===== src/rtl/baud_gen_frac_pkg.sv =====
// Shared defaults for the fractional baud generator: oversample ratio,
// CSR field widths and the post-reset divisor (50 MHz -> 115200 baud x16).
package baud_gen_frac_pkg;
    localparam int OVERSAMPLE_DEF = 16;
    localparam int DIV_W_DEF      = 16;
    localparam int FRAC_W_DEF     = 4;
    localparam int DEF_DIV_INT    = 27;
    localparam int DEF_DIV_FRAC   = 2;
endpackage


===== src/rtl/baud_gen_frac_prescaler.sv =====
// Fractional prescaler: integer clock counter plus a fractional accumulator whose
// carry stretches one period by a clock. Owns the shadow/active divisor pair.
module baud_gen_frac_prescaler #(
    parameter int DIV_W        = 16,
    parameter int FRAC_W       = 4,
    parameter int DEF_DIV_INT  = 27,
    parameter int DEF_DIV_FRAC = 2
) (
    input  logic              clk_i,
    input  logic              reset_i,
    input  logic              enable_i,
    input  logic              resync_i,
    input  logic              div_load_i,
    input  logic [DIV_W-1:0]  div_int_i,
    input  logic [FRAC_W-1:0] div_frac_i,
    output logic              wrap_o,
    output logic              tick_o,
    output logic              cfg_err_o
);
    logic [DIV_W:0]    cnt_q, cnt_d;
    logic [FRAC_W-1:0] acc_q, acc_d;
    logic [DIV_W-1:0]  sh_int_q, sh_int_d, act_int_q, act_int_d;
    logic [FRAC_W-1:0] sh_frac_q, sh_frac_d, act_frac_q, act_frac_d;
    logic              pend_q, pend_d;
    logic              tick_q, tick_d;

    logic [FRAC_W:0]   sum;
    logic [DIV_W-1:0]  int_eff;
    logic [DIV_W:0]    period_m1;
    logic              wrap;
    logic              apply;

    always_comb begin
        int_eff   = (act_int_q == '0) ? DIV_W'(1) : act_int_q;
        sum       = {1'b0, acc_q} + {1'b0, act_frac_q};
        period_m1 = {1'b0, int_eff} + (DIV_W+1)'(sum[FRAC_W]) - (DIV_W+1)'(1);
        // >= rather than == so a shorter divisor applied while stopped cannot strand cnt
        wrap      = enable_i && !resync_i && (cnt_q >= period_m1);
        apply     = (pend_q || div_load_i) && (resync_i || wrap || !enable_i);

        cnt_d      = cnt_q;
        acc_d      = acc_q;
        tick_d     = 1'b0;
        sh_int_d   = sh_int_q;
        sh_frac_d  = sh_frac_q;
        act_int_d  = act_int_q;
        act_frac_d = act_frac_q;
        pend_d     = pend_q || div_load_i;

        if (div_load_i) begin
            sh_int_d  = div_int_i;
            sh_frac_d = div_frac_i;
        end
        // A strobe coincident with the switch point bypasses the shadow
        if (apply) begin
            act_int_d  = div_load_i ? div_int_i  : sh_int_q;
            act_frac_d = div_load_i ? div_frac_i : sh_frac_q;
            pend_d     = 1'b0;
        end

        if (resync_i) begin
            cnt_d = '0;
            acc_d = '0;
        end else if (enable_i) begin
            if (wrap) begin
                cnt_d  = '0;
                acc_d  = sum[FRAC_W-1:0];
                tick_d = 1'b1;
            end else begin
                cnt_d = cnt_q + (DIV_W+1)'(1);
            end
        end
    end

    always_ff @(posedge clk_i) begin
        if (reset_i) begin
            cnt_q      <= '0;
            acc_q      <= '0;
            sh_int_q   <= DIV_W'(DEF_DIV_INT);
            sh_frac_q  <= FRAC_W'(DEF_DIV_FRAC);
            act_int_q  <= DIV_W'(DEF_DIV_INT);
            act_frac_q <= FRAC_W'(DEF_DIV_FRAC);
            pend_q     <= 1'b0;
            tick_q     <= 1'b0;
        end else begin
            cnt_q      <= cnt_d;
            acc_q      <= acc_d;
            sh_int_q   <= sh_int_d;
            sh_frac_q  <= sh_frac_d;
            act_int_q  <= act_int_d;
            act_frac_q <= act_frac_d;
            pend_q     <= pend_d;
            tick_q     <= tick_d;
        end
    end

    assign wrap_o    = wrap;
    assign tick_o    = tick_q;
    assign cfg_err_o = (act_int_q == '0);
endmodule


===== src/rtl/baud_gen_frac.sv =====
// UART baud generator top: counts oversample ticks into bit phase and decodes
// the registered mid-bit and end-of-bit strobes alongside the oversample tick.
module baud_gen_frac
    import baud_gen_frac_pkg::*;
#(
    parameter int OVERSAMPLE   = OVERSAMPLE_DEF,
    parameter int DIV_W        = DIV_W_DEF,
    parameter int FRAC_W       = FRAC_W_DEF,
    parameter int DEF_DIV_INT  = baud_gen_frac_pkg::DEF_DIV_INT,
    parameter int DEF_DIV_FRAC = baud_gen_frac_pkg::DEF_DIV_FRAC
) (
    input  logic              clk,
    input  logic              reset,
    input  logic              enable,
    input  logic [DIV_W-1:0]  div_int,
    input  logic [FRAC_W-1:0] div_frac,
    input  logic              div_load,
    input  logic              resync,
    output logic              oversample_tick,
    output logic              mid_tick,
    output logic              bit_tick,
    output logic              cfg_err
);
    localparam int OS_W = $clog2(OVERSAMPLE);

    logic            wrap;
    logic [OS_W-1:0] os_cnt_q, os_cnt_d, os_next;
    logic            mid_q, mid_d;
    logic            bit_q, bit_d;

    baud_gen_frac_prescaler #(
        .DIV_W        (DIV_W),
        .FRAC_W       (FRAC_W),
        .DEF_DIV_INT  (DEF_DIV_INT),
        .DEF_DIV_FRAC (DEF_DIV_FRAC)
    ) u_prescaler (
        .clk_i      (clk),
        .reset_i    (reset),
        .enable_i   (enable),
        .resync_i   (resync),
        .div_load_i (div_load),
        .div_int_i  (div_int),
        .div_frac_i (div_frac),
        .wrap_o     (wrap),
        .tick_o     (oversample_tick),
        .cfg_err_o  (cfg_err)
    );

    // Decode from the post-wrap count so mid/bit land on the same edge as the tick
    always_comb begin
        os_next  = (os_cnt_q == OS_W'(OVERSAMPLE - 1)) ? '0 : os_cnt_q + OS_W'(1);
        os_cnt_d = os_cnt_q;
        mid_d    = 1'b0;
        bit_d    = 1'b0;
        if (resync) begin
            os_cnt_d = '0;
        end else if (wrap) begin
            os_cnt_d = os_next;
            mid_d    = (os_next == OS_W'(OVERSAMPLE / 2));
            bit_d    = (os_next == '0);
        end
    end

    always_ff @(posedge clk) begin
        if (reset) begin
            os_cnt_q <= '0;
            mid_q    <= 1'b0;
            bit_q    <= 1'b0;
        end else begin
            os_cnt_q <= os_cnt_d;
            mid_q    <= mid_d;
            bit_q    <= bit_d;
        end
    end

    assign mid_tick = mid_q;
    assign bit_tick = bit_q;
endmodule


===== config.mk =====
export PLATFORM = sky130hd
export DESIGN_NAME = baud_gen_frac
export DESIGN_NICKNAME = d
export VERILOG_FILES = /design/src/rtl/baud_gen_frac_pkg.sv /design/src/rtl/baud_gen_frac_prescaler.sv /design/src/rtl/baud_gen_frac.sv
export SDC_FILE = /design/constraint.sdc
export NUM_CORES = 1
export LEC_CHECK = 0
export CORE_MARGIN = 1.5
export CORE_UTILIZATION = 65
export DETAILED_ROUTE_END_ITERATION = 16
export DONT_BUFFER_PORTS = 1
export PLACE_DENSITY_LB_ADDON = 0.05
export SYNTH_ARGS = -nofsm -noshare
export SYNTH_HDL_FRONTEND = slang
export SYNTH_SLANG_ARGS = --single-unit

===== constraint.sdc =====
create_clock -name clk -period 7.48 [get_ports clk]
set_input_delay 0 -clock clk [delete_from_list [all_inputs] [get_ports clk]]
set_output_delay 0 -clock clk [all_outputs]
set_load 0.02 [all_outputs]

# --- Yosys cells after proc, flatten, opt, wreduce, memory -nomap -nowiden ---
# Cells that the tools add are included.
op_classes:
  n_bitwise: 2
  n_eq_ne: 2
  add_sub_neg: 5
  div: 0
  mux: 6
  reduce_logical: 15
  n_lt_le_gt_ge: 1
  n_mul: 0
  shift: 0
op_table:
  columns: ["cell", "n"]
  rows:
  - ["16-bit two-way mux", 2]
  - ["16-bit by 1-bit adder with 17-bit output", 1]
  - ["17-bit by 1-bit adder with 17-bit output, second input constant", 1]
  - ["17-bit greater-or-equal comparator", 1]
  - ["17-bit two-way mux", 1]
  - ["17-bit by 1-bit subtractor with 17-bit output, second input constant", 1]
  - ["16-bit logical NOT", 1]
  - ["4-bit == test, second input constant", 2]
  - ["4-bit two-way mux", 2]
  - ["3-bit OR reduction", 2]
  - ["4-bit by 4-bit adder with 5-bit output", 1]
  - ["4-bit by 1-bit adder with 4-bit output, second input constant", 1]
  - ["4-bit logical NOT", 1]
  - ["2-bit OR reduction", 2]
  - ["1-bit logical AND", 3]
  - ["1-bit logical OR", 3]
  - ["1-bit logical NOT", 2]
  - ["1-bit inverter", 2]
  - ["2-bit AND reduction", 1]
  - ["1-bit two-way mux", 1]
totals:
  romBits: 0
  ram_bits: 0
  in_bits: 25
  latchBits: 0
  elab_cells: 42
  memories: 0
  out_inout_bits: 4
  reg_bits: 69

# --- Logic depth before layout (Yosys ltp) ---
# Gate-level depths: netlist of the first run.
depth:
  depth_word: 10
  mapped_depth: 20
  mapped_depth_nobuf: 19

# --- Cells and area by module ---
# From an unflattened synthesis of the first run, not the netlist that was laid out.
hier_totals:
  cells_unflattened: 517
  area_unflattened_um2: 4388.0
by_module_without_submodules:
  columns: ["mod", "n_inst", "seq_area_each_um2", "area_each_um2", "cells_each"]
  rows:
  - ["baud_gen_frac_prescaler", 1, 1261.2, 4137.7, 490]
  - ["baud_gen_frac", 1, 120.1, 250.2, 27]

# --- Worst setup path after synthesis of the first run ---
# Ideal clock, no wire load.
synth_path:
  path_type: "flip-flop to flip-flop"
  startpoint: "register u_prescaler.act_int_q[9]"
  endpoint: "register u_prescaler.act_frac_q[0]"
  t_required_ns: 7.359
  n_path_buf: 1
  arrival_ns: 4.020
  setup_slack_ns: 3.338
  stages_incl_launch_ff: 18
  path_cell_list: "dfxtp_1 > or4_1 > nor3_1 > and3_1 > nor2_1 > ha_1 > ha_1 > nand2_1 > nor2_1 > nand3b_1 > xor2_1 > ha_1 > a211oi_1 > nor2_1 > or4_4 > o32ai_4 > buf_6 > mux2_4"
synth_via:
  elab_chain_len: 9
synth_rtl:
  columns: ["element", "line_no", "rtl"]
  rows:
  - ["from (decl)", "baud_gen_frac_prescaler.sv:22", "logic [DIV_W-1:0] sh_int_q, sh_int_d, act_int_q, act_int_d;"]
  - ["from (signal assigned)", "baud_gen_frac_prescaler.sv:81", "act_int_q <= DIV_W'(DEF_DIV_INT);"]
  - ["from (signal assigned)", "baud_gen_frac_prescaler.sv:90", "act_int_q <= act_int_d;"]
  - ["16-bit logical NOT", null, null]
  - ["net cfg_err", "baud_gen_frac.sv:22", "output logic cfg_err"]
  - ["16-bit two-way mux", "baud_gen_frac_prescaler.sv:34", "int_eff = (act_int_q == '0) ? DIV_W'(1) : act_int_q;"]
  - ["16-bit by 1-bit adder with 17-bit output", "baud_gen_frac_prescaler.sv:36", "period_m1 = {1'b0, int_eff} + (DIV_W+1)'(sum[FRAC_W]) - (DIV_W+1)'(1);"]
  - ["17-bit by 1-bit subtractor with 17-bit output", "baud_gen_frac_prescaler.sv:36", null]
  - ["17-bit greater-or-equal comparator", "baud_gen_frac_prescaler.sv:38", "wrap = enable_i && !resync_i && (cnt_q >= period_m1);"]
  - ["1-bit logical AND", "baud_gen_frac_prescaler.sv:38", null]
  - ["1-bit logical OR (2 in series)", "baud_gen_frac_prescaler.sv:39", "apply = (pend_q || div_load_i) && (resync_i || wrap || !enable_i);"]
  - ["1-bit logical AND", "baud_gen_frac_prescaler.sv:39", null]
  - ["to (signal assigned)", "baud_gen_frac_prescaler.sv:82", "act_frac_q <= FRAC_W'(DEF_DIV_FRAC);"]
  - ["to (signal assigned)", "baud_gen_frac_prescaler.sv:91", "act_frac_q <= act_frac_d;"]
  - ["to (decl)", "baud_gen_frac_prescaler.sv:23", "logic [FRAC_W-1:0] sh_frac_q, sh_frac_d, act_frac_q, act_frac_d;"]
# The timed path passes the listed nets, and every way through them passes these cells.
# A chain may end at the register's enable or synchronous reset.

# --- Final worst setup path of the first run ---
layout_path:
  startpoint: "register u_prescaler.act_int_q[9]"
  endpoint: "register u_prescaler.tick_q, in the netlist u_prescaler.tick_o"
layout_via:
  elab_chain_len: 7
layout_rtl:
  columns: ["element", "line_no", "rtl"]
  rows:
  - ["16-bit logical NOT", null, null]
  - ["net cfg_err", "baud_gen_frac.sv:22", null]
  - ["16-bit two-way mux", "baud_gen_frac_prescaler.sv:34", null]
  - ["16-bit by 1-bit adder with 17-bit output", "baud_gen_frac_prescaler.sv:36", null]
  - ["17-bit by 1-bit subtractor with 17-bit output", "baud_gen_frac_prescaler.sv:36", null]
  - ["17-bit greater-or-equal comparator", "baud_gen_frac_prescaler.sv:38", null]
  - ["1-bit logical AND", "baud_gen_frac_prescaler.sv:38", null]
  - ["1-bit two-way mux", "baud_gen_frac_prescaler.sv:65", "if (wrap) begin"]
  - ["to (signal assigned)", "baud_gen_frac_prescaler.sv:93", "tick_q <= tick_d;"]
  - ["to (decl)", "baud_gen_frac_prescaler.sv:25", "logic tick_q, tick_d;"]
# The timed path passes the listed nets, and every way through them passes these cells.

==> results.yml, run 1 <==
outcome:
  status: "finished clean"
timing:
  finalCriticalPeriod_ps: 4734
  fin_skew_ps: 14.30
  maxSlewViolCount: 0
  fin_tns_setup_ps: 0
  finalHoldViolations: 0
  whs_ps: 37.89
  worst_pin_slew_ps: 771.8
  finalCritPeriodShare_pct: 63.29
  setup_ws_ps: 2746
  setup_viol: 0
  max_slew_margin_pct: 48.32
  fmax_mhz: 211.2
  rsz0062_at_grt: "no"
clocking:
  cts-buffers-inserted: 9
  postCtsHoldBufs: 27
  numClockSinks: 69
  cts_max_path_buffers: 2
  clk-insertion-delay-late_ps: 360
  cts_root_buf: "clkbuf_8"
  path_clk_slew_ps: 80
  cts_setup_buffers: 0
  htree_levels: 3
  cts-resized-gates: 0
  cts_tree: "built"
critical_path:
  cp.arrival_ps: 4980
  crit_type: "flip-flop to flip-flop"
  crit_chain: "or4_1 -> nor3_1 -> and3_1 -> nor2_1 -> ha_1 -> ha_1 -> nand2_1 -> nor2_1 -> nand3b_1 -> xor2_1 -> ha_1 -> a211oi_1 -> nor2_1 -> or4_4 -> and2_1 -> nor2_4 -> nor2_1 -> dlygate4sd3_1"
  rr_endpoint: "u_prescaler.tick_o"
  r2r_setup_slack_ps: 2750
  reg2reg_depth: 18
  worstPathRequired_ps: 7720
  end_kind: "flip-flop"
  start_kind: "flip-flop"
  critPathLaunch: "u_prescaler.act_int_q[9]"
  slowest_delay_ps: 610
  crit_fanout: 8
  r2r_start: "u_prescaler.act_int_q[9]"
  critPathSlowestCell: "or4_1"
  crit_top_cell: "nor2_1"
detailed_routing:
  drc: 0
  totalWireLength_um: 7674
  drt_iter0_drc: 102
  ant_nets: 0
  routed_via_density: 5.725
  vias: 2702
  drt_pass1_iterations: 4
  post_drt_wl_per_cell_um: 16.26
yosys:
  synth-edff-count: 0
  synth.top_cell.area_share_pct: 38.43
  ys_seq_elements: 69
  synth-seq-area-share_pct: 38.43
  synth_area_mm2: 0.003595
  synth_area_leader_cell: "dfxtp_1"
  synthCells: 372
  yosys_warnings: 0
  syn_avg_cell_area_um2: 9.663
  synthFlopType: "dfxtp_1"
  yosysUniqueCellTypes: 47
  syn_nets: 423
  synthTopCellsByArea: "dfxtp_1, ha_1, mux2_4, nor2_1, mux2i_1"
  async_flop_share_pct: 0
power_and_ir_drop:
  powerDensity_mw_per_mm2: 199.2
  power_uw: 823.2
  vdd_drop_max_mv: 0.1791
  p_leak_nw: 1.745
placement:
  pre_cts_ws_ps: 2893
  io_buffers: 0
  place_hpwl_um: 4788
  gp_congestion: 0.8421
grt:
  use_met2_pct: 46.49
  grtUsageMet3_pct: 7.647
  grt_usage_pct: 28.04
  gr-total-overflow: 0
  grt_first_pass_wirelength_um: 13050
  grt_max_degree: 48
  antenna_found_initial: 0
  grt_pass1_vias: 2730
  grtUsageMet1_pct: 34.62
  gr-max-usage-layer: "met2"
worst_hold_path:
  min_from: "div_load"
  holdPathEnd: "u_prescaler.sh_int_q[4]"
  min_path_type: "input port to flip-flop"
  worstHoldPathCells: 2
floorplan:
  start_util_pct: 69.06
  die_w_um: 77.37
  io_pins: 29
  die_y_um: 77.37
  die_area_mm2: 0.005985
  rows: 26
  core_area_mm2: 0.005205
final_layout:
  layout-drive-gt1-share_pct: 12.44
  num_antenna_cells: 0
  nets: 448
  syn2layout_area_growth_pct: 14.93
  post-route-util_pct: 79.38
flow_run:
  drv_cap: 0
==> critical path, delay by kind of cell, from the launching register on <==
family                     cells  cell delay (ps)
and+or+nand+nor               12             2560
buffers and inverters          1              540
xor gates and xnor gates       1              160
DFF                            1              340
adders and majority gates      3              730
AOI/OAI and AO/OA              1              260
==> placed cells by master (no fill, tap or decap), types with 2 or more instances in the layout <==
master         netlist  final
nand2_1             18     18
mux2i_1             16     16
nand4_1              5      5
a41o_1               2      2
or3_1                2      2
and3_1               2      2
ha_1                25     25
dlygate4sd3_1        0     25
inv_6                0      2
inv_1                7      7
nor4b_1              2      2
xnor2_1             15     15
o32ai_1              2      2
xor2_1              16     16
clkbuf_8             0      9
bufinv_16            0      2
nor3_1               9      9
dfxtp_1             69     69
nand3b_1             2      2
and4_1               2      2
or4_1                2      2
buf_12               0      2
o21ai_1              2      2
nand3_1             13     13
nor2_1              48     48
clkinv_4             0      2
nor4_1               4      4
mux2_4              20     20
or2_2                6      6
o21ai_0             10     10
and2_1               2      2
o21a_1               2      2
nor2b_1             23     23
a211o_1              5      5
a21oi_1             13     13
==> how the worst max path moves through the flow <==
| stage | to | slack (ps) | cells after the start |
|---|---|---|---|
| 6_report | u_prescaler.tick_o | 2750 | 18 |
| 5_1_grt | u_prescaler.tick_o | 2460 | 18 |
| 4_1_cts | u_prescaler.tick_o | 2780 | 18 |
| 3_5_place_dp | u_prescaler.act_int_q[6] | 2890 | 17 |
| 3_3_place_gp | u_prescaler.act_int_q[4] | 3020 | 17 |
| 2_1_floorplan | u_prescaler.act_frac_q[0] | 3340 | 17 |
==> metrics by stage <==
stage / area (µm²) / cells
finish: 4131 / 472
global route: 4131 / 472
CTS: 4131 / 472
detailed placement: 3618 / 429
global placement: 3618 / 429
floorplan: 3595 / 372
==> cell usage after synthesis, types with 2 or more instances <==
cell type,number
o21ai_1,2
xnor2_1,15
nand4_1,5
nor3_1,9
inv_1,7
or3_1,2
a21oi_1,13
buf_2,3
clkbuf_1,7
and4_1,2
and3_1,2
nor4_1,4
and2_1,2
mux2i_1,16
nand3b_1,2
a41o_1,2
nand3_1,13
nor2b_1,23
or2_2,6
dfxtp_1,69
mux2_4,20
xor2_1,16
nand2_1,18
nor4b_1,2
o32ai_1,2
nor2_1,48
buf_6,2
buf_1,2
o21a_1,2
ha_1,25
or4_1,2
o21ai_0,10
a211o_1,5
==> flip-flops by register name, summed over array words and instances, names as in the netlist <==
name,cells
u_prescaler.cnt_q,17
u_prescaler.act_int_q,16
u_prescaler.sh_int_q,16
os_cnt_q,4
u_prescaler.acc_q,4
u_prescaler.act_frac_q,4
u_prescaler.sh_frac_q,4
bit_tick,1
mid_tick,1
u_prescaler.pend_q,1
u_prescaler.tick_o,1
==> layer usage <==
| layer | part of all wire [%] | vias to the layer above | routed length [µm] |
|---|---|---|---|
| li1 | - | 1352 | - |
| met2 | 48 | 58 | 3675 |
| met3 | 3.4 | 20 | 261 |
| met4 | 3.1 | 0 | 240 |
| met1 | 46 | 1272 | 3495 |
| met5 | 0 | - | 0 |
==> report_power, final <==
| group | switching [mW] | internal (mW) | leakage [nW] |
|---|---|---|---|
| sequential | 0.0109 | 0.381 | 0.563 |
| combinational | 0.0420 | 0.0455 | 1.07 |
| clock | 0.152 | 0.191 | 0.111 |
| total | 0.205 | 0.618 | 1.74 |
==> cell type report <==
cell class	count	area, µm²
multi-input combinational	282	2116
sequential	69	1381
tap	70	87.58
clock inverter	6	95.09
fill	341	1074
clock buffer	10	127.6
inverter	7	26.28
timing repair buffer	28	297.8
==> cell families (layout without fill, tap and decap cells) <==
group           count (synthesis)  count (layout)  share of synthesized area (%)
simple gates                  147             147                          21.23
flops                          69              69                          38.43
compound gates                 42              42                          8.006
mux                            36              36                          12.81
xor+xnor                       31              31                          7.553
fa+ha+maj                      26              26                          9.259
buf+inv                        21              51                          2.715
Power figures use the tool's default switching activity.
==> run 2: changes to the inputs <==
- CORE_UTILIZATION: 65 -> 57
- clock period: 7.48 -> 4.3 ns (I/O delays scaled with it)
==> run 2 against run 1 <==
Against the previous run:
- core utilization shrank 7.9 points
- clock skew shrank 6.4 ps
- count of clock-buffer cells in the layout grew 2
- via count shrank 0.52%
- clock power grew 64%
- hold slack gained 33 ps
- largest cell class unchanged
- total power grew 71%
==> results.yml, run 2 (synthesized netlist as in run 1, its figures left out) <==
outcome:
  status: "finished clean"
power_and_ir_drop:
  powerDensity_mw_per_mm2: 329.4
  vdd_drop_max_mv: 0.2509
  p_leak_nw: 1.798
  power_mw: 1.411
timing:
  setup_viol: 0
  max_slew_margin_pct: 21.85
  finalHoldViolations: 0
  maxSlewViolCount: 0
  fin_skew_ps: 7.901
  finalCriticalPeriod_ps: 4214
  finalCritPeriodShare_pct: 98.00
  fmax_mhz: 237.3
  worst_pin_slew_ps: 1168
final_layout:
  largest_register_ffs: 17
  syn2layout_area_growth_pct: 19.14
  num_antenna_cells: 0
  nets: 460
  nFillCells: 431
  regMostFlops: "u_prescaler.cnt_q"
  reg_top3: "u_prescaler.cnt_q: 17 flops, u_prescaler.act_int_q: 16 flops, u_prescaler.sh_int_q: 16 flops"
  layout_commonest_cell: "dfxtp_1"
  layout_common_cells: "dfxtp_1, nor2_1, dlygate4sd3_1, nor2b_1, ha_1"
  final_area_mm2: 0.004283
  layout-drive-gt1-share_pct: 16.91
grt:
  grt_max_degree: 48
  grt_pass1_vias: 2428
  gr-total-overflow: 0
  grt_usage_pct: 23.57
  antenna_found_initial: 0
  grt_first_pass_wirelength_um: 11740
floorplan:
  rows: 28
  die_w_um: 82.42
  start_util_pct: 60.00
  io_pins: 29
  die_y_um: 82.42
  core_area_mm2: 0.005991
  die_area_mm2: 0.006792
placement:
  place_area_mm2: 0.003697
  gp_congestion: 0.8157
  io_buffers: 0
  place_hpwl_um: 4729
clocking:
  numClockSinks: 69
  cts_root_buf: "clkbuf_8"
  cts_tree: "built"
  clk-insertion-delay-late_ps: 350
  cts_max_path_buffers: 2
  htree_levels: 3
  cts-buffers-inserted: 9
  path_clk_slew_ps: 70
detailed_routing:
  vias: 2688
  ant_nets: 0
  drt_iter0_drc: 131
  drc: 0
  routed_via_density: 5.497
  totalWireLength_um: 7315
  drt_pass1_iterations: 4
  post_drt_wl_per_cell_um: 14.96
critical_path:
  crit_fanout: 5
  crit_type: "flip-flop to flip-flop"
  crit_chain: "or4_4 -> nor3_1 -> and3_1 -> nor2_1 -> ha_2 -> ha_2 -> nand2_2 -> nor2_2 -> nand3b_1 -> xor2_1 -> ha_1 -> a211oi_2 -> nor2_1 -> or4_4 -> o32ai_4 -> clkbuf_16 -> mux2_4"
  end_kind: "flip-flop"
  critPathSlowestCell: "or4_4"
  slowest_delay_ps: 530
  start_kind: "flip-flop"
  cp.arrival_ps: 4450
  worstPathRequired_ps: 4530
worst_hold_path:
  min_path_type: "input port to flip-flop"
flow_run:
  drv_cap: 0
run 2: area by class of cell:
| type | instances | area (µm²) | share of cell area, % |
|---|---|---|---|
| flip-flops and latches | 69 | 1384 | 32.31 |
| repair buffers | 40 | 414.1 | 9.670 |
| well taps | 75 | 93.84 | 2.191 |
| inverters | 7 | 26.28 | 0.6135 |
| clock inverters | 4 | 72.57 | 1.694 |
| multi-input cells | 282 | 2157 | 50.37 |
| clock buffers | 12 | 135.1 | 3.155 |
run 2: layer usage:
layer | global-route usage (%) | wire [µm]
met1 | 31.75 | 3639
met2 | 36.02 | 3371
met3 | 5.934 | 210
met4 | 9.153 | 94
met5 | 0 | 0
run 2: metrics by stage:
stage	setup TNS (ps)	util (%)	setup WS, ps	instances	hold slack [ps]
after floorplan	0	-	158.2	372	143.2
after global placement	0	61.72	43.07	442	86.00
after detailed placement	0	61.72	9.792	442	86.84
after CTS	0	70.07	37.66	486	58.87
after global routing	-104.1	71.49	-16.39	489	82.21
final	0	71.49	85.88	489	71.28
run 2: critical path: cells and delay by family (launching register included):
| family | cells | cell delay, ps |
|---|---|---|
| xor+xnor | 1 | 210 |
| compound gates | 2 | 580 |
| buf+inv | 1 | 230 |
| simple gates | 9 | 1740 |
| fa+ha+maj | 3 | 680 |
| flops | 1 | 350 |
| mux | 1 | 290 |
run 2: what timing repair did:
action | CTS | global route
endpoints found under the hold margin | 57 | 0
pin swaps | 1 | 4
resized for setup | 1 | 12
cloned | 0 | 2
hold buffers | 28 | 0
buffers inserted | 0 | 1
endpoints found under the setup margin | 5 | 20
run 2: power by group:
part           total, mW  switching [mW]  internal [mW]
sequential         0.681          0.0171          0.664
clock              0.564           0.237          0.326
combinational      0.166          0.0741         0.0923
total               1.41           0.328           1.08
run 2: worst paths after layout:
kind                                               start                         to  slack (ps)  cells past startpoint
worst max register to register  u_prescaler.act_int_q[9]  u_prescaler.act_int_q[12]          90                     17
worst min register to register      u_prescaler.acc_q[0]       u_prescaler.acc_q[0]         480                      2
worst min-delay path                              enable       u_prescaler.cnt_q[6]          70                      4
worst max-delay path            u_prescaler.act_int_q[9]  u_prescaler.act_int_q[12]          90                     17
